**src/rtl/pixel_pkg.sv**
```systemverilog
// Shared constants for the SPI pixel framer: writer state encoding,
// header flag position, legal pixel sizes and an index-width helper.
package pixel_pkg;

  localparam logic [1:0] ST_IDLE = 2'd0;
  localparam logic [1:0] ST_HDR  = 2'd1;
  localparam logic [1:0] ST_DATA = 2'd2;
  localparam logic [1:0] ST_PEND = 2'd3;

  localparam int SHOW_BIT = 7;

  localparam int BPP_RGB  = 3;
  localparam int BPP_RGBW = 4;

  // Index width that stays at least one bit wide for a single-LED strip.
  function automatic int idx_width(input int n);
    return (n > 1) ? $clog2(n) : 1;
  endfunction

endpackage

```
**src/rtl/spi_pixel_framer_if.sv**
```systemverilog
// Bus between the SPI receiver / NeoPixel driver side and the framer.
// Handshakes: rx_valid_i is a one-cycle strobe with no back-pressure, every
// strobe qualifies rx_data_i; drv_req_i asks for drv_addr_i and the pixel
// appears on drv_pixel_o the next cycle, held until the next request;
// drv_start_o is a one-cycle pulse issued only while drv_busy_i is low.
interface spi_pixel_framer_if
  import pixel_pkg::*;
#(
  parameter int NUM_LEDS = 8,
  parameter int BPP      = 3
);
  localparam int AW = idx_width(NUM_LEDS);
  localparam int CW = $clog2(NUM_LEDS + 1);
  localparam int PW = 8 * BPP;

  logic          frame_start_i;
  logic          frame_end_i;
  logic [7:0]    rx_data_i;
  logic          rx_valid_i;
  logic          drv_start_o;
  logic          drv_busy_i;
  logic          drv_req_i;
  logic [AW-1:0] drv_addr_i;
  logic [PW-1:0] drv_pixel_o;
  logic [CW-1:0] drv_count_o;
  logic          overflow_o;
  logic          reject_o;
  logic [1:0]    dbg_state;

  modport master (
    output frame_start_i, frame_end_i, rx_data_i, rx_valid_i,
           drv_busy_i, drv_req_i, drv_addr_i,
    input  drv_start_o, drv_pixel_o, drv_count_o, overflow_o, reject_o,
           dbg_state
  );

  modport slave (
    input  frame_start_i, frame_end_i, rx_data_i, rx_valid_i,
           drv_busy_i, drv_req_i, drv_addr_i,
    output drv_start_o, drv_pixel_o, drv_count_o, overflow_o, reject_o,
           dbg_state
  );

endinterface

```
**src/rtl/pixel_bank_ram.sv**
```systemverilog
// Two-bank pixel store: one write port for the assembler, one registered
// read port for the driver. Address is {bank, index} with the index padded
// to a power of two so any LED count maps cleanly.
module pixel_bank_ram #(
  parameter int AW = 3,
  parameter int DW = 24
) (
  input  logic          clk,
  input  logic          rst,
  input  logic          we,
  input  logic [AW:0]   waddr,
  input  logic [DW-1:0] wdata,
  input  logic          re,
  input  logic [AW:0]   raddr,
  output logic [DW-1:0] rdata
);

  logic [DW-1:0] mem [0:(2**(AW+1))-1];

  // Store a completed pixel.
  always_ff @(posedge clk) begin
    if (we) mem[waddr] <= wdata;
  end

  // Registered read that holds its value between requests.
  always_ff @(posedge clk or posedge rst) begin
    if (rst) rdata <= '0;
    else if (re) rdata <= mem[raddr];
  end

endmodule

```
**src/rtl/spi_pixel_framer.sv**
```systemverilog
// Assembles SPI bytes into RGB/RGBW pixels, writes them into the hidden
// bank and hands complete frames to the NeoPixel driver via a bank swap.
module spi_pixel_framer
  import pixel_pkg::*;
#(
  parameter int NUM_LEDS = 8,
  parameter int BPP      = 3
) (
  input logic               clk_i,
  input logic               reset_i,
  spi_pixel_framer_if.slave bus
);

  localparam int AW = idx_width(NUM_LEDS);
  localparam int CW = $clog2(NUM_LEDS + 1);
  localparam int PW = 8 * BPP;

  generate
    if (BPP != BPP_RGB && BPP != BPP_RGBW) begin : g_bad_bpp
      $error("spi_pixel_framer: BPP must be 3 or 4");
    end
  endgenerate

  logic [1:0]    state;
  logic          wbank;
  logic          dbank;
  logic [CW-1:0] pix;
  logic [1:0]    slot;
  logic [PW-1:0] asm_q;
  logic          show;
  logic          overflow;
  logic          reject;
  logic          drv_start;
  logic [CW-1:0] drv_count;

  logic          byte_take;
  logic          byte_drop;
  logic          pix_done;
  logic [PW-1:0] asm_next;
  logic [CW-1:0] pix_next;

  // Classify the incoming byte and build the pixel it would complete.
  always_comb begin
    byte_take = (state == ST_DATA) && bus.rx_valid_i && !bus.frame_start_i &&
                (pix < CW'(NUM_LEDS));
    byte_drop = (state == ST_DATA) && bus.rx_valid_i && !bus.frame_start_i &&
                (pix >= CW'(NUM_LEDS));
    pix_done  = byte_take && (slot == 2'(BPP - 1));
    asm_next  = asm_q;
    for (int k = 0; k < BPP; k++) begin
      if (slot == 2'(k)) asm_next[8*(BPP-1-k) +: 8] = bus.rx_data_i;
    end
    pix_next  = pix_done ? pix + CW'(1) : pix;
  end

  // Writer FSM: header, byte assembly, frame end and deferred swap.
  always_ff @(posedge clk_i or posedge reset_i) begin
    if (reset_i) begin
      state     <= ST_IDLE;
      wbank     <= 1'b0;
      dbank     <= 1'b1;
      pix       <= '0;
      slot      <= '0;
      asm_q     <= '0;
      show      <= 1'b0;
      overflow  <= 1'b0;
      reject    <= 1'b0;
      drv_start <= 1'b0;
      drv_count <= '0;
    end else begin
      drv_start <= 1'b0;
      reject    <= 1'b0;
      case (state)
        ST_IDLE: begin
          if (bus.frame_start_i) begin
            state    <= ST_HDR;
            pix      <= '0;
            slot     <= '0;
            overflow <= 1'b0;
            show     <= 1'b0;
          end
        end
        ST_HDR, ST_DATA: begin
          if (bus.frame_start_i) begin
            // Abandon the partial frame and wait for a fresh header.
            state    <= ST_HDR;
            pix      <= '0;
            slot     <= '0;
            overflow <= 1'b0;
            show     <= 1'b0;
          end else begin
            if (state == ST_HDR && bus.rx_valid_i) begin
              show  <= bus.rx_data_i[SHOW_BIT];
              state <= ST_DATA;
            end
            if (byte_take) begin
              asm_q <= asm_next;
              slot  <= pix_done ? 2'd0 : slot + 2'd1;
              pix   <= pix_next;
            end
            if (byte_drop) overflow <= 1'b1;
            // The same-cycle byte is already folded into pix_next.
            if (bus.frame_end_i) begin
              slot <= '0;
              if (show && pix_next != '0) begin
                if (!bus.drv_busy_i) begin
                  wbank     <= ~wbank;
                  dbank     <= wbank;
                  drv_count <= pix_next;
                  drv_start <= 1'b1;
                  state     <= ST_IDLE;
                end else begin
                  state <= ST_PEND;
                end
              end else begin
                state <= ST_IDLE;
              end
            end
          end
        end
        default: begin
          if (bus.frame_start_i) reject <= 1'b1;
          if (!bus.drv_busy_i) begin
            wbank     <= ~wbank;
            dbank     <= wbank;
            drv_count <= pix;
            drv_start <= 1'b1;
            state     <= ST_IDLE;
          end
        end
      endcase
    end
  end

  pixel_bank_ram #(.AW(AW), .DW(PW)) u_ram (
    .clk   (clk_i),
    .rst   (reset_i),
    .we    (pix_done),
    .waddr ({wbank, pix[AW-1:0]}),
    .wdata (asm_next),
    .re    (bus.drv_req_i),
    .raddr ({dbank, bus.drv_addr_i}),
    .rdata (bus.drv_pixel_o)
  );

  assign bus.drv_start_o = drv_start;
  assign bus.drv_count_o = drv_count;
  assign bus.overflow_o  = overflow;
  assign bus.reject_o    = reject;
  assign bus.dbg_state   = state;

endmodule

```
**src/flat_wrapper.sv**
```systemverilog
// flat-port wrapper written by rule: the top's interface ports become plain ports
module spi_pixel_framer_flat import pixel_pkg::*;
#(
  parameter int NUM_LEDS = 8,
  parameter int BPP      = 3
)
  (clk_i, reset_i, bus_frame_start_i, bus_frame_end_i, bus_rx_data_i, bus_rx_valid_i, bus_drv_busy_i, bus_drv_req_i, bus_drv_addr_i, bus_drv_start_o, bus_drv_pixel_o, bus_drv_count_o, bus_overflow_o, bus_reject_o, bus_dbg_state);
  spi_pixel_framer_if #(.NUM_LEDS(NUM_LEDS), .BPP(BPP)) bus_i ();
  input logic clk_i;
  input logic reset_i;
  input wire logic [$bits(bus_i.frame_start_i)-1:0] bus_frame_start_i;
  input wire logic [$bits(bus_i.frame_end_i)-1:0] bus_frame_end_i;
  input wire logic [$bits(bus_i.rx_data_i)-1:0] bus_rx_data_i;
  input wire logic [$bits(bus_i.rx_valid_i)-1:0] bus_rx_valid_i;
  input wire logic [$bits(bus_i.drv_busy_i)-1:0] bus_drv_busy_i;
  input wire logic [$bits(bus_i.drv_req_i)-1:0] bus_drv_req_i;
  input wire logic [$bits(bus_i.drv_addr_i)-1:0] bus_drv_addr_i;
  output wire logic [$bits(bus_i.drv_start_o)-1:0] bus_drv_start_o;
  output wire logic [$bits(bus_i.drv_pixel_o)-1:0] bus_drv_pixel_o;
  output wire logic [$bits(bus_i.drv_count_o)-1:0] bus_drv_count_o;
  output wire logic [$bits(bus_i.overflow_o)-1:0] bus_overflow_o;
  output wire logic [$bits(bus_i.reject_o)-1:0] bus_reject_o;
  output wire logic [$bits(bus_i.dbg_state)-1:0] bus_dbg_state;
  assign bus_i.frame_start_i = bus_frame_start_i;
  assign bus_i.frame_end_i = bus_frame_end_i;
  assign bus_i.rx_data_i = bus_rx_data_i;
  assign bus_i.rx_valid_i = bus_rx_valid_i;
  assign bus_i.drv_busy_i = bus_drv_busy_i;
  assign bus_i.drv_req_i = bus_drv_req_i;
  assign bus_i.drv_addr_i = bus_drv_addr_i;
  assign bus_drv_start_o = bus_i.drv_start_o;
  assign bus_drv_pixel_o = bus_i.drv_pixel_o;
  assign bus_drv_count_o = bus_i.drv_count_o;
  assign bus_overflow_o = bus_i.overflow_o;
  assign bus_reject_o = bus_i.reject_o;
  assign bus_dbg_state = bus_i.dbg_state;
  spi_pixel_framer #(.NUM_LEDS(NUM_LEDS), .BPP(BPP)) u_core (.clk_i(clk_i), .reset_i(reset_i), .bus(bus_i));
endmodule
```
**config.mk**
```make
export PLATFORM = sky130hd
export DESIGN_NAME = spi_pixel_framer_flat
export DESIGN_NICKNAME = d
export VERILOG_FILES = /design/src/rtl/pixel_pkg.sv /design/src/rtl/spi_pixel_framer_if.sv /design/src/rtl/pixel_bank_ram.sv /design/src/rtl/spi_pixel_framer.sv /design/src/flat_wrapper.sv
export SDC_FILE = /design/constraint.sdc
export NUM_CORES = 1
export LEC_CHECK = 0
export ABC_AREA = 1
export BUFFER_PORTS_ARGS = -buffer_cell sky130_fd_sc_hd__buf_4
export CAP_MARGIN = 20
export CORE_ASPECT_RATIO = 0.8
export CORE_MARGIN = 5
export CORE_UTILIZATION = 62
export CTS_CLUSTER_SIZE = 12
export DETAILED_ROUTE_END_ITERATION = 16
export PLACE_DENSITY = 0.79
export SKIP_CTS_REPAIR_TIMING = 1
export SYNTH_ARGS = -nofsm -noshare
export SYNTH_HDL_FRONTEND = slang
export SYNTH_SLANG_ARGS = --single-unit
export TNS_END_PERCENT = 30
```
**constraint.sdc**
```tcl
create_clock -name clk_i -period 4 [get_ports clk_i]
set_input_delay 0.8 -clock clk_i [delete_from_list [all_inputs] [get_ports clk_i]]
set_output_delay 0.8 -clock clk_i [all_outputs]
set_load 0.005 [all_outputs]
```
Yosys cells after proc, flatten, opt, wreduce, memory -nomap -nowiden

Memory sizes are Yosys's and may differ from the RTL's. A register that Yosys moved wholly into a read port is not among the register bits.
Index checks and enable logic that the tools add are counted.

Memory bits (writable): 384
Output and inout bits: 33
Input bits: 18
Bits in registers: 42
Memories: 1
Logic and storage cells: 110

Memories:

| name             | depth | width | rd ports | clocked after Yosys merged registers in | write ports | line                 | text |
|---|---|---|---|---|---|---|---|
| u_core.u_ram.mem | 16    | 24    | 1        | 1                                       | 1           | pixel_bank_ram.sv:18 | `logic [DW-1:0] mem [0:(2**(AW+1))-1];` |

Order comparisons: 2
Reduce and logical (&&, ||, !) cells: 22
Add/sub/neg operators: 2
Mux-type cells: 54
Bitwise gates (word level): 4
Equal/unequal tests: 14

Operators with widths:

| cell                                                      | number |
|---|---|
| two-way mux 4 bit                                         | 9 |
| two-way mux 2 bit                                         | 12 |
| two-way mux 8 bit                                         | 3 |
| two-way mux 1 bit                                         | 21 |
| AND reduction 3 bit                                       | 6 |
| case mux 4 bit (2 select lines)                           | 2 |
| case mux 1 bit (2 select lines)                           | 5 |
| != test 3 x 2 -> 1 bit (second input constant)            | 3 |
| != test 4 x 3 -> 1 bit (second input constant)            | 2 |
| case mux 2 bit (2 select lines)                           | 2 |
| logical AND 1 bit                                         | 7 |
| != test 2 bit (second input constant)                     | 3 |
| AND reduction 5 bit                                       | 1 |
| adder 4 x 1 -> 4 bit (second input constant)              | 1 |
| == test 2 x 1 -> 1 bit (second input constant)            | 2 |
| == test 2 bit (second input constant)                     | 2 |
| greater-or-equal comparator 4 bit (second input constant) | 1 |
| zero test 2 bit                                           | 2 |
| < comparator 4 bit (second input constant)                | 1 |
| NOT 1 bit                                                 | 4 |
| AND reduction 4 bit                                       | 1 |
| nonzero test 4 bit                                        | 1 |
| != test 3 x 1 -> 1 bit (second input constant)            | 1 |
| OR reduction 3 bit                                        | 1 |
| 5 further kinds                                           | 5 |

Longest topological paths before layout

Gate-level depths: netlist of the first run.

Word-level depth: 12
Mapped depth: 15
Depth with buffers taken out: 15

Cells and area by module

From an unflattened synthesis of the first run, not the netlist that was laid out.

Cells, all modules: 1,701
Area, all modules: 18,622.9 um2

By module, submodules not included:

| module           | cells each | area each (um2) | seq. area each (um2) | times used |
|---|---|---|---|---|
| pixel_bank_ram   | 1,388      | 16,315.6        | 12,131.6             | 1 |
| spi_pixel_framer | 313        | 2,307.2         | 1,052.3              | 1 |

Least setup slack after synthesis of the first run

Ideal clock, no wire load.

Path kind: input port to flip-flop
From: in bus_rx_valid_i
To: mem u_core.u_ram.mem[0][0] (enable)
Path slack: 1.304 ns
Buffers on the path: 0
Library setup time: 0.405 ns
Stages: 6
Arrival time: 2.292 ns
Path through: nand2_1 inv_1 nand3_2 inv_1 nand2_1 nor2_1

Longest elaborated chain between the ends: 6

Ends and longest elaborated chain:

| what                                    | line                   | text |
|---|---|---|
| start: declaration                      | flat_wrapper.sv:14     | `input wire logic [$bits(bus_i.rx_valid_i)-1:0] bus_rx_valid_i;` |
| logical AND 1 bit (3 in a row)          | spi_pixel_framer.sv:44 | `byte_take = (state == ST_DATA) && bus.rx_valid_i && !bus.frame_start_i &&` |
| logical AND 1 bit                       | spi_pixel_framer.sv:48 | `pix_done = byte_take && (slot == 2'(BPP - 1));` |
| two-way mux 1 bit                       | pixel_bank_ram.sv:22   | `if (we) mem[waddr] <= wdata;` |
| two-way mux 1 bit (implied by the code) | pixel_bank_ram.sv:22   |  |
| end: declaration                        | pixel_bank_ram.sv:18   |  |

Every way passes these cells.

Worst setup path in the final report of the first run

From: reg u_core.slot[0]
To: mem u_core.u_ram.mem[14][7] (enable)

Longest elaborated chain between the ends: 4

Ends and longest elaborated chain:

| what                                    | line                   | text |
|---|---|---|
| start: declaration                      | spi_pixel_framer.sv:28 | `logic [1:0] slot;` |
| start signal: assignment                | spi_pixel_framer.sv:98 | `slot <= pix_done ? 2'd0 : slot + 2'd1;` |
| == test 2 bit                           | spi_pixel_framer.sv:48 |  |
| logical AND 1 bit                       | spi_pixel_framer.sv:48 |  |
| two-way mux 1 bit                       | pixel_bank_ram.sv:22   |  |
| two-way mux 1 bit (implied by the code) | pixel_bank_ram.sv:22   |  |

Every way passes these cells.

==> summary.md, run 1 <==
| Metric | Value |
|---|---|
| Final clock skew | 0.0205 ns |
| Most used DFF post-synth | edfxtp_1 |
| GRT Util Overall | 27.5% |
| Crit-path max cell delay | 0.69 ns |
| Worst-Skew Late Latency | 0.55 ns |
| Synth Register Bits | 450 |
| Pint | 9.11 mW |
| Antenna Violating Nets Remaining | 0 |
| RSZ-0062 raised after global routing | false |
| Cell with the most instances after synthesis | edfxtp_1 |
| Setup TNS | 0 ns |
| Diode count | 0 |
| Pin count of the biggest net entering global routing | 193 |
| Hold WS | 0.271 ns |
| Final GP Congestion | 0.824 |
| Cell area after layout | 0.0202 mm² |
| Die ar. | 0.0325 mm² |
| WP data required | 4.24 ns |
| Crit path launch type | flop |
| Via count | 12,200 |
| Area contributors post-synth | edfxtp_1 (64%), dfrtp_1 (9.1%), o21ai_0 (7.1%) |
| Switching Power | 3.79 mW |
| Reg2Reg Setup Slack | 1.36 ns |
| RR Endpoint | u_core.u_ram.mem[14][7] |
| Arr. time, crit path | 2.88 ns |
| H-Tree Depth | 2 |
| Hpwl dp | 24,500 µm |
| CP Cell Sequence | nor2_4, nand3_2, inv_1, nand2_1, nor2_2, buf_12 |
| Syn Inst Count | 1,431 |
| Leak | 6.98 nW |
| Combinational power share | 20.9% |
| Register area | 0.0132 mm² |
| DIE HEIGHT | 162 µm |
| Depth of the worst register-to-register path | 6 |
| Critical R2R Launch | u_core.slot[0] |
| Area post-placement | 0.0189 mm² |
| Die width | 200 µm |
| Endpoints failing hold | 0 |
| Post-synth cell types | 30 |
| TritonCTS buffer count | 44 |
| Crit path max-delay cell type | nor2_2 |
| Max cap viols | 0 |
| Outcome | complete, no violations |
| PD cells | 637 mW/mm² |
| Vias per cell | 6.43 |
| DR DRC count | 0 |
| Crit path time final | 2.64 ns |
| Buffers on Ports | 50 |
| Clk slew on worst S/H paths | 0.06 ns |
| Clock buffer depth | 3 |
| Fraction of registers with async set/reset | 14.7% |
| EDFF count, synth | 384 |
| Clock power share | 29.5% |
| Slew Viols, Final | 0 |
| Top cells by count, synth | edfxtp_1 (384), nor2_1 (281), o21ai_0 (254) |
| DRT Pass-1 Iters | 6 |
| Cell family with most CP delay | simple AND/OR/NAND/NOR gates |
| Final WL | 45,100 µm |
| Fill cells | 1,797 |
| Initial antenna violation count | 1 |
| Mapped Area | 0.0180 mm² |
| Seq pwr share | 49.6% |
| Mapped Avg Cell Area | 12.6 µm² |
| Period utilization | 66.0% |
| Net Count, Synth | 1,458 |
| Per-cell routed wire length | 23.8 µm |
| Switching Fraction | 29.4% |
| First-pass GRT wire length | 68,900 µm |
| Area leader, netlist | edfxtp_1 |
| Design Power | 12.9 mW |
| WP buf/inv | 2 |
| DR iter-0 viols | 2,006 |
| Sink Count | 450 |
| Critical Setup Path Class | flop to flop |
| I/O pin cnt | 51 |
| Share of layout cells above drive strength 1 | 12.3% |
| Register area share after synthesis | 73.4% |
| Area occupied by multi-input gates | 0.00420 mm² |
| CTS tree | yes |
| Area Growth Syn to Fin | 12.7% |
| Setup crit end kind | flop |
| Largest fanout on the critical path | 23 |
| Setup WS pre-CTS | 1.23 ns |
| Initial Util | 63.2% |
| Slew HR | 28.5% |
| Yosys synthesis warning count | 0 |
| Endpoints failing setup | 0 |
| Yosys top cell area share | 64.2% |
| Worst Hold Class | primary input to asynchronous set/reset pin |
| CTS Root Cell | clkbuf_16 |
| Worst Slack Setup Final | 1.36 ns |
| F_max | 0.379 GHz |
| Worst-Margin Slew | 1.07 ns |
| FP Rows | 55 |
| Total global routing overflow | 0 |
| Peak supply drop | 0.000551 V |
| Core area | 0.0284 mm² |
| Number of global-route vias before repair | 11,800 |
| Nets@finish | 1,519 |
-- layout make-up --
type / count / area share [%]
inverters: 52 / 0.989
repair buffers: 107 / 4.37
clock inverters: 5 / 0.309
clock buffers: 76 / 6.13
flip-flops and latches: 450 / 65.1
well taps: 370 / 2.29
multi-input cells: 837 / 20.8
-- cell usage in the layout (no fill, tap or decap), drive strengths merged, types with 2 or more instances in the layout --
cell type,count
a21oi,5
nand3,45
nand2,97
nor3,2
clkbuf,77
clkinv,7
inv,50
a31oi,26
o21ai,268
nor2,284
dfrtp,65
buf,106
o22ai,30
edfxtp,384
o221ai,66
ha,9
nand4,2
-- power groups by stage --
stage               clock network (mW)  logic [mW]  registers (mW)
floorplan                            0        1.41            6.47
global placement                     0        2.50            6.49
detailed placement                   0        2.59            6.50
CTS                               3.83        2.61            6.41
global route                      4.05        2.95            6.43
finish                            3.80        2.69            6.40
-- flip-flops by register name, summed over array words and instances (netlist names) --
| register | count |
|---|---|
| u_core.wbank | 1 |
| u_core.dbank | 1 |
| u_core.bus.dbg_state | 2 |
| u_core.show | 1 |
| u_core.bus.overflow_o | 1 |
| u_core.bus.drv_start_o | 1 |
| u_core.bus.reject_o | 1 |
| u_core.pix | 4 |
| u_core.bus.drv_count_o | 4 |
| u_core.u_ram.mem | 384 |
| u_core.slot | 2 |
| u_core.u_ram.rdata | 24 |
| u_core.asm_q | 24 |
-- how the worst max path moves through the flow --
stage / from / cells past startpoint / slack [ns] / endpoint
after global routing: u_core.bus.dbg_state[0] / 9 / 1.19 / u_core.u_ram.mem[14][6]
after CTS: u_core.bus.dbg_state[0] / 9 / 1.40 / u_core.u_ram.mem[14][0]
after global placement: bus_rx_valid_i / 8 / 1.32 / u_core.u_ram.mem[14][6]
after detailed placement: bus_frame_start_i / 7 / 1.23 / u_core.u_ram.mem[14][20]
final: u_core.slot[0] / 6 / 1.36 / u_core.u_ram.mem[14][7]
after floorplan: bus_rx_valid_i / 6 / 1.30 / u_core.u_ram.mem[0][0]
-- through the flow --
step	std cells	util [%]
detailed placement	1813	66.5
CTS	1894	71.1
global placement	1813	66.5
floorplan	1431	-
global route	1897	71.2
finish	1897	71.2
-- logic make-up (layout without fill, tap and decap cells) --
kind of cell	count (synthesis)	after routing	share of synthesized area [%]
DFF	450	450	73.4
and+or+nand+nor	431	431	9.57
AOI/OAI and AO/OA	396	396	12.8
buffers and inverters	144	240	3.49
adders and majority gates	9	9	0.627
xor gates and xnor gates	1	1	0.0906
-- per-layer routing --
metal	track usage [%]	wire length [µm]	vias up
li1	-	-	5362
met1	39.5	17500	5879
met2	43.4	20800	833
met3	5.61	5330	118
met4	8.97	1430	0
met5	0	0	-
Power figures use the tool's default switching activity.
==> run 2: changes to the inputs <==
- CORE_UTILIZATION: 62 -> 56
- PLACE_DENSITY: 0.79 -> 0.76
- clock period: 4 -> 2.2 ns (I/O delays scaled with it)
==> summary.md, run 2 (synthesis gave the netlist of run 1 again) <==
| Metric | Value |
|---|---|
| Diode count | 0 |
| First-pass GRT wire length | 69,100 µm |
| Final clock skew | 0.0127 ns |
| Commonest non-fill, non-tap cell in the layout | edfxtp_1 |
| Worst-Skew Late Latency | 0.52 ns |
| Max cap viols | 0 |
| Crit-path max cell delay | 0.38 ns |
| Met3 Usage GRT | 4.74% |
| Crit path max-delay cell type | dfrtp_1 |
| Slew HR | 58.5% |
| Depth of the worst register-to-register path | 9 |
| Combinational power share | 21.8% |
| I/O pin cnt | 51 |
| Die ar. | 0.0358 mm² |
| Clk slew on worst S/H paths | 0.06 ns |
| Seq pwr share | 49.2% |
| WP data required | 2.42 ns |
| Area Growth Syn to Fin | 15.4% |
| RSZ-0062 raised after global routing | false |
| Highest-count cells in the layout ignoring fill and taps | edfxtp_1 (384), nor2_1 (264), o21ai_0 (254) |
| Clock power share | 29.0% |
| Worst Hold Class | primary input to asynchronous set/reset pin |
| Critical R2R Launch | u_core.bus.dbg_state[0] |
| GRT Util Overall | 25.0% |
| DRT Pass-1 Iters | 6 |
| Endpoints failing setup | 0 |
| PD cells | 1140 mW/mm² |
| Per-cell routed wire length | 22.7 µm |
| Worst-Margin Slew | 0.623 ns |
| Design Power | 23.5 mW |
| Largest fanout on the critical path | 9 |
| Setup crit end kind | flop |
| Outcome | complete, no violations |
| CTS tree | yes |
| Endpoints failing hold | 0 |
| Number of global-route vias before repair | 12,000 |
| Clock buffer depth | 3 |
| Worst Slack Setup Final | 0.170 ns |
| Initial Util | 56.9% |
| Hpwl dp | 25,500 µm |
| Initial antenna violation count | 1 |
| Largest register FFs | 384 |
| Gr busiest metal | met2 |
| Met1 usage | 36.5% |
| Final WL | 44,700 µm |
| Pin count of the biggest net entering global routing | 76 |
| CTS Root Cell | clkbuf_16 |
| Setup WS pre-CTS | 0.116 ns |
| F_max | 0.493 GHz |
| Largest Register | u_core.u_ram.mem |
| Period utilization | 92.3% |
| Nets@finish | 1,545 |
| CP Cell Sequence | inv_1, ha_1, nand2_1, inv_1, nand3_2, inv_1, nand2_2, nor2_4, buf_4 |
| Sink Count | 450 |
| Post-Route Utilization | 65.7% |
| Peak supply drop | 0.00107 V |
| TritonCTS buffer count | 44 |
| Reg2Reg Setup Slack | 0.17 ns |
| Switching Fraction | 29.1% |
| CP Launch Point | u_core.bus.dbg_state[0] |
| DR DRC count | 0 |
| Slew Viols, Final | 0 |
| Critical Setup Path Class | flop to flop |
| H-Tree Depth | 2 |
| DR iter-0 viols | 1,652 |
| Crit path time final | 2.03 ns |
| Switching Power | 6.84 mW |
| Buffers on Ports | 50 |
| M2 GR Usage | 39.8% |
| Via count | 12,300 |
| Die width | 210 µm |
| FP Rows | 58 |
| Share of layout cells above drive strength 1 | 13.7% |
| Crit path launch type | flop |
| Core area | 0.0316 mm² |
| Total global routing overflow | 0 |
| Arr. time, crit path | 2.25 ns |
| Most frequent CP cell | inv_1 |
| Vias per cell | 6.22 |
| Leak | 7.16 nW |
| Largest registers | u_core.u_ram.mem (384), u_core.asm_q (24), u_core.u_ram.rdata (24) |
| Pint | 16.7 mW |
| Antenna Violating Nets Remaining | 0 |
| CP Capture Point | u_core.u_ram.mem[12][0] |
| Final GP Congestion | 0.830 |
| DIE HEIGHT | 170 µm |
| RR Endpoint | u_core.u_ram.mem[12][0] |
[run 2: cell types whose count changed in the layout (fill, tap and decap cells not counted), moves of 3 or more]
cell | previous run | this run
clkinv_8 | 3 | 0
nor2_2 | 16 | 10
o21ai_0 | 251 | 254
buf_4 | 100 | 108
nor2_4 | 4 | 10
buf_12 | 6 | 25
o21ai_1 | 17 | 14
[run 2: critical path: cells and delay by family, from the launching register on]
kind	cells	cell delay, ns
adder cells (fa/ha/maj)	1	0.16
buffers and inverters	4	0.56
flip-flops	1	0.38
AND/OR/NAND/NOR	4	0.61
[run 2: per-layer routing]
| layer | vias to the layer above | share of wire [%] |
|---|---|---|
| li1 | 5405 | - |
| met1 | 5990 | 40 |
| met2 | 786 | 47 |
| met3 | 76 | 11 |
| met4 | 0 | 1.9 |
| met5 | - | 0 |
[run 2: final cells by class]
cell class	instances	area, µm²
inverters	52	199
clock buffers	78	1270
multi-input cells	837	4230
well taps	420	526
fillers	2197	10800
repair buffers	133	1310
flip-flops and latches	450	13200
clock inverters	1	5.00
[run 2: worst min path at each step]
stage                                            to  cells past startpoint                      start  slack (ns)
after global routing               u_core.asm_q[11]                      3                    reset_i        0.03
after CTS                    u_core.u_ram.rdata[13]                      3                    reset_i        0.03
after detailed placement  u_core.bus.drv_count_o[3]                      2  u_core.bus.drv_count_o[3]        0.47
after floorplan           u_core.bus.drv_count_o[3]                      2  u_core.bus.drv_count_o[3]        0.47
after global placement    u_core.bus.drv_count_o[3]                      2  u_core.bus.drv_count_o[3]        0.46
final                               u_core.asm_q[9]                      3                    reset_i       0.003
[run 2: stage by stage]
| stage | TNS [ns] | hold WS, ns | std cells | area [µm²] |
|---|---|---|---|---|
| floorplan | -136.80 | 0.465 | 1431 | 18000 |
| global placement | 0 | 0.462 | 1892 | 19500 |
| detailed placement | 0 | 0.472 | 1892 | 19500 |
| CTS | 0 | 0.0252 | 1971 | 20700 |
| global route | 0 | 0.0267 | 1971 | 20700 |
| finish | 0 | 0.00269 | 1971 | 20700 |
[run 2: power groups by stage]
stage | clock, mW | sequential [mW] | combinational, mW
2_1_floorplan | 0 | 11.8 | 2.56
4_1_cts | 6.89 | 11.6 | 5.10
5_1_grt | 7.31 | 11.6 | 5.65
3_5_place_dp | 0 | 11.7 | 5.07
3_3_place_gp | 0 | 11.7 | 4.88
6_report | 6.83 | 11.6 | 5.14
==> run 3: changes to the inputs <==
- ABC_AREA: 1 -> unset
==> summary.md, run 3 <==
| Metric | Value |
|---|---|
| Outcome | finished, violations left |
| Failing checks | negative hold slack |
| DR iter-0 viols | 841 |
| Area occupied by multi-input gates | 0.00442 mm² |
| Clock buffer depth | 3 |
| Pin count of the biggest net entering global routing | 49 |
| Hold WS | -0.0348 ns |
| DIE HEIGHT | 169 µm |
| Hpwl dp | 22,400 µm |
| Buffers on Ports | 50 |
| Slew HR | 57.0% |
| Fraction of registers with async set/reset | 14.7% |
| Depth of the worst register-to-register path | 7 |
| Non-Filler Instances | 1,428 |
| Crit path time final | 2.11 ns |
| Register area | 0.0132 mm² |
| FP Rows | 58 |
| Post-synth cell types | 52 |
| Antenna Violating Nets Remaining | 0 |
| Mapped Avg Cell Area | 20.6 µm² |
| Diode count | 0 |
| Nets@finish | 999 |
| Max cap viols | 0 |
| Clk slew on worst S/H paths | 0.06 ns |
| Largest registers | u_core.u_ram.mem (384), u_core.asm_q (24), u_core.u_ram.rdata (24) |
| Seq pwr share | 52.5% |
| Highest-count cells in the layout ignoring fill and taps | edfxtp_1 (384), mux4_2 (96), buf_4 (78) |
| Final WL | 38,300 µm |
| Fill cells | 2,044 |
| Critical Setup Path Class | flop to flop |
| Endpoints failing hold | 23 |
| Die ar. | 0.0354 mm² |
| Final clock skew | 0.0234 ns |
| Peak supply drop | 0.000513 V |
| RSZ-0062 raised after global routing | true |
| Core area | 0.0314 mm² |
| Vias per cell | 6.20 |
| GRT Util Overall | 22.1% |
| Commonest non-fill, non-tap cell in the layout | edfxtp_1 |
| Switching Fraction | 22.3% |
| Largest register FFs | 384 |
| F_max | 0.475 GHz |
| Initial Util | 56.6% |
| Net Count, Synth | 889 |
| Initial antenna violation count | 0 |
| Share of layout cells above drive strength 1 | 31.4% |
| Final GP Congestion | 0.812 |
| Mapped Area | 0.0178 mm² |
| Sink Count | 450 |
| I/O pin cnt | 51 |
| Via count | 8,848 |
| Most used DFF post-synth | edfxtp_1 |
| Period utilization | 95.7% |
| Worst Hold Class | primary input to asynchronous set/reset pin |
| Cells after DPL | 1,345 |
| Slew Viols, Final | 0 |
| Combinational power share | 9.0% |
| Total global routing overflow | 0 |
| Number of global-route vias before repair | 9,354 |
| Yosys top cell area share | 64.9% |
| Endpoints failing setup | 0 |
| Syn Inst Count | 862 |
| Crit path launch type | flop |
| Post-Route Utilization | 66.0% |
| Area contributors post-synth | edfxtp_1 (65%), mux4_2 (12%), dfrtp_1 (9.2%) |
| Area leader, netlist | edfxtp_1 |
| Register area share after synthesis | 74.2% |
| EDFF count, synth | 384 |
| CTS tree | yes |
| Pint | 14.3 mW |
| H-Tree Depth | 2 |
| Per-cell routed wire length | 26.8 µm |
| TritonCTS buffer count | 45 |
| Switching Power | 4.11 mW |
| Largest Register | u_core.u_ram.mem |
| WP data required | 2.43 ns |
| Worst-Skew Late Latency | 0.55 ns |
| First-pass GRT wire length | 58,900 µm |
| Synth Register Bits | 450 |
| Die width | 209 µm |
| DR DRC count | 0 |
| Clock power share | 38.5% |
| CTS Root Cell | clkbuf_16 |
| Arr. time, crit path | 2.33 ns |
| Worst-Margin Slew | 0.645 ns |
| Leak | 7.23 nW |
| Top cells by count, synth | edfxtp_1 (384), mux4_2 (96), dfrtp_1 (65) |
| Largest fanout on the critical path | 24 |
| Area Growth Syn to Fin | 16.4% |
| PD cells | 891 mW/mm² |
| DRT Pass-1 Iters | 5 |
| Setup crit end kind | flop |
| Cell with the most instances after synthesis | edfxtp_1 |
| Yosys synthesis warning count | 0 |
[run 3: area by class of cell]
type,instances,area share (%)
well taps,420,2.54
clock inverters,6,0.321
clock buffers,77,6.17
inverters,10,0.188
repair buffers,108,5.65
flip-flops and latches,450,63.8
multi-input cells,357,21.4
[run 3: layer usage]
layer  wire length [µm]  up-vias  part of all wire, %  track usage [%]
li1                   -     3746                    -                -
met1              15800     4625                   41             32.9
met3               3280       71                  8.6             4.53
met2              18200      406                   48             34.2
met5                  0        -                    0                0
met4               1010        0                  2.6             6.61
[run 3: metrics by stage]
stage / power, mW / instance area [µm²] / worst slack, ns / TNS [ns]
after floorplan: 10.7 / 17800 / -0.117 / -20.09
after global placement: 11.5 / 19300 / 0.0527 / 0
after detailed placement: 11.5 / 19300 / -0.00738 / -0.106
after CTS: 18.5 / 20700 / -0.00928 / -0.0341
after global routing: 19.1 / 20700 / -0.0152 / -0.107
final: 18.4 / 20700 / 0.0936 / 0
[run 3: power groups by stage]
| stage | sequential [mW] | clock (mW) | combinational [mW] |
|---|---|---|---|
| after floorplan | 9.78 | 0 | 0.948 |
| after global placement | 9.83 | 0 | 1.62 |
| after detailed placement | 9.83 | 0 | 1.65 |
| after CTS | 9.67 | 7.20 | 1.67 |
| after global routing | 9.70 | 7.58 | 1.81 |
| final | 9.66 | 7.09 | 1.66 |
[run 3: logic make-up (layout without fill, tap and decap cells)]
logic type | count (synthesis) | count (layout) | synth area share [%]
xor gates and xnor gates | 3 | 3 | 0.148
muxes | 190 | 190 | 17.9
AOI/OAI and AO/OA | 50 | 50 | 2.32
and+or+nand+nor | 105 | 105 | 3.24
adders and majority gates | 9 | 9 | 0.634
buffers and inverters | 55 | 201 | 1.54
DFF | 450 | 450 | 74.2
[run 3: path summary, 6_finish.rpt]
path                            slack (ns)                     from                  endpoint
worst min register to register        0.50         u_core.asm_q[13]          u_core.asm_q[13]
worst min-delay path                 -0.03                  reset_i             u_core.pix[3]
worst max-delay path                  0.09  u_core.bus.dbg_state[0]  u_core.u_ram.mem[12][16]
min in group clk_i                    0.12           bus_drv_busy_i    u_core.bus.drv_start_o
worst max register to register        0.09  u_core.bus.dbg_state[0]  u_core.u_ram.mem[12][16]
max in group asynchronous             1.70                  reset_i          u_core.asm_q[22]
[run 3: worst max-delay path, stage by stage, from the launching register on]
cell and delay [ns]:
dfrtp_1 0.44, inv_2 0.12, ha_4 0.17, nand4bb_4 0.18, nor2_4 0.24, nand3_2 0.23
nor2_4 0.18, buf_12 0.23
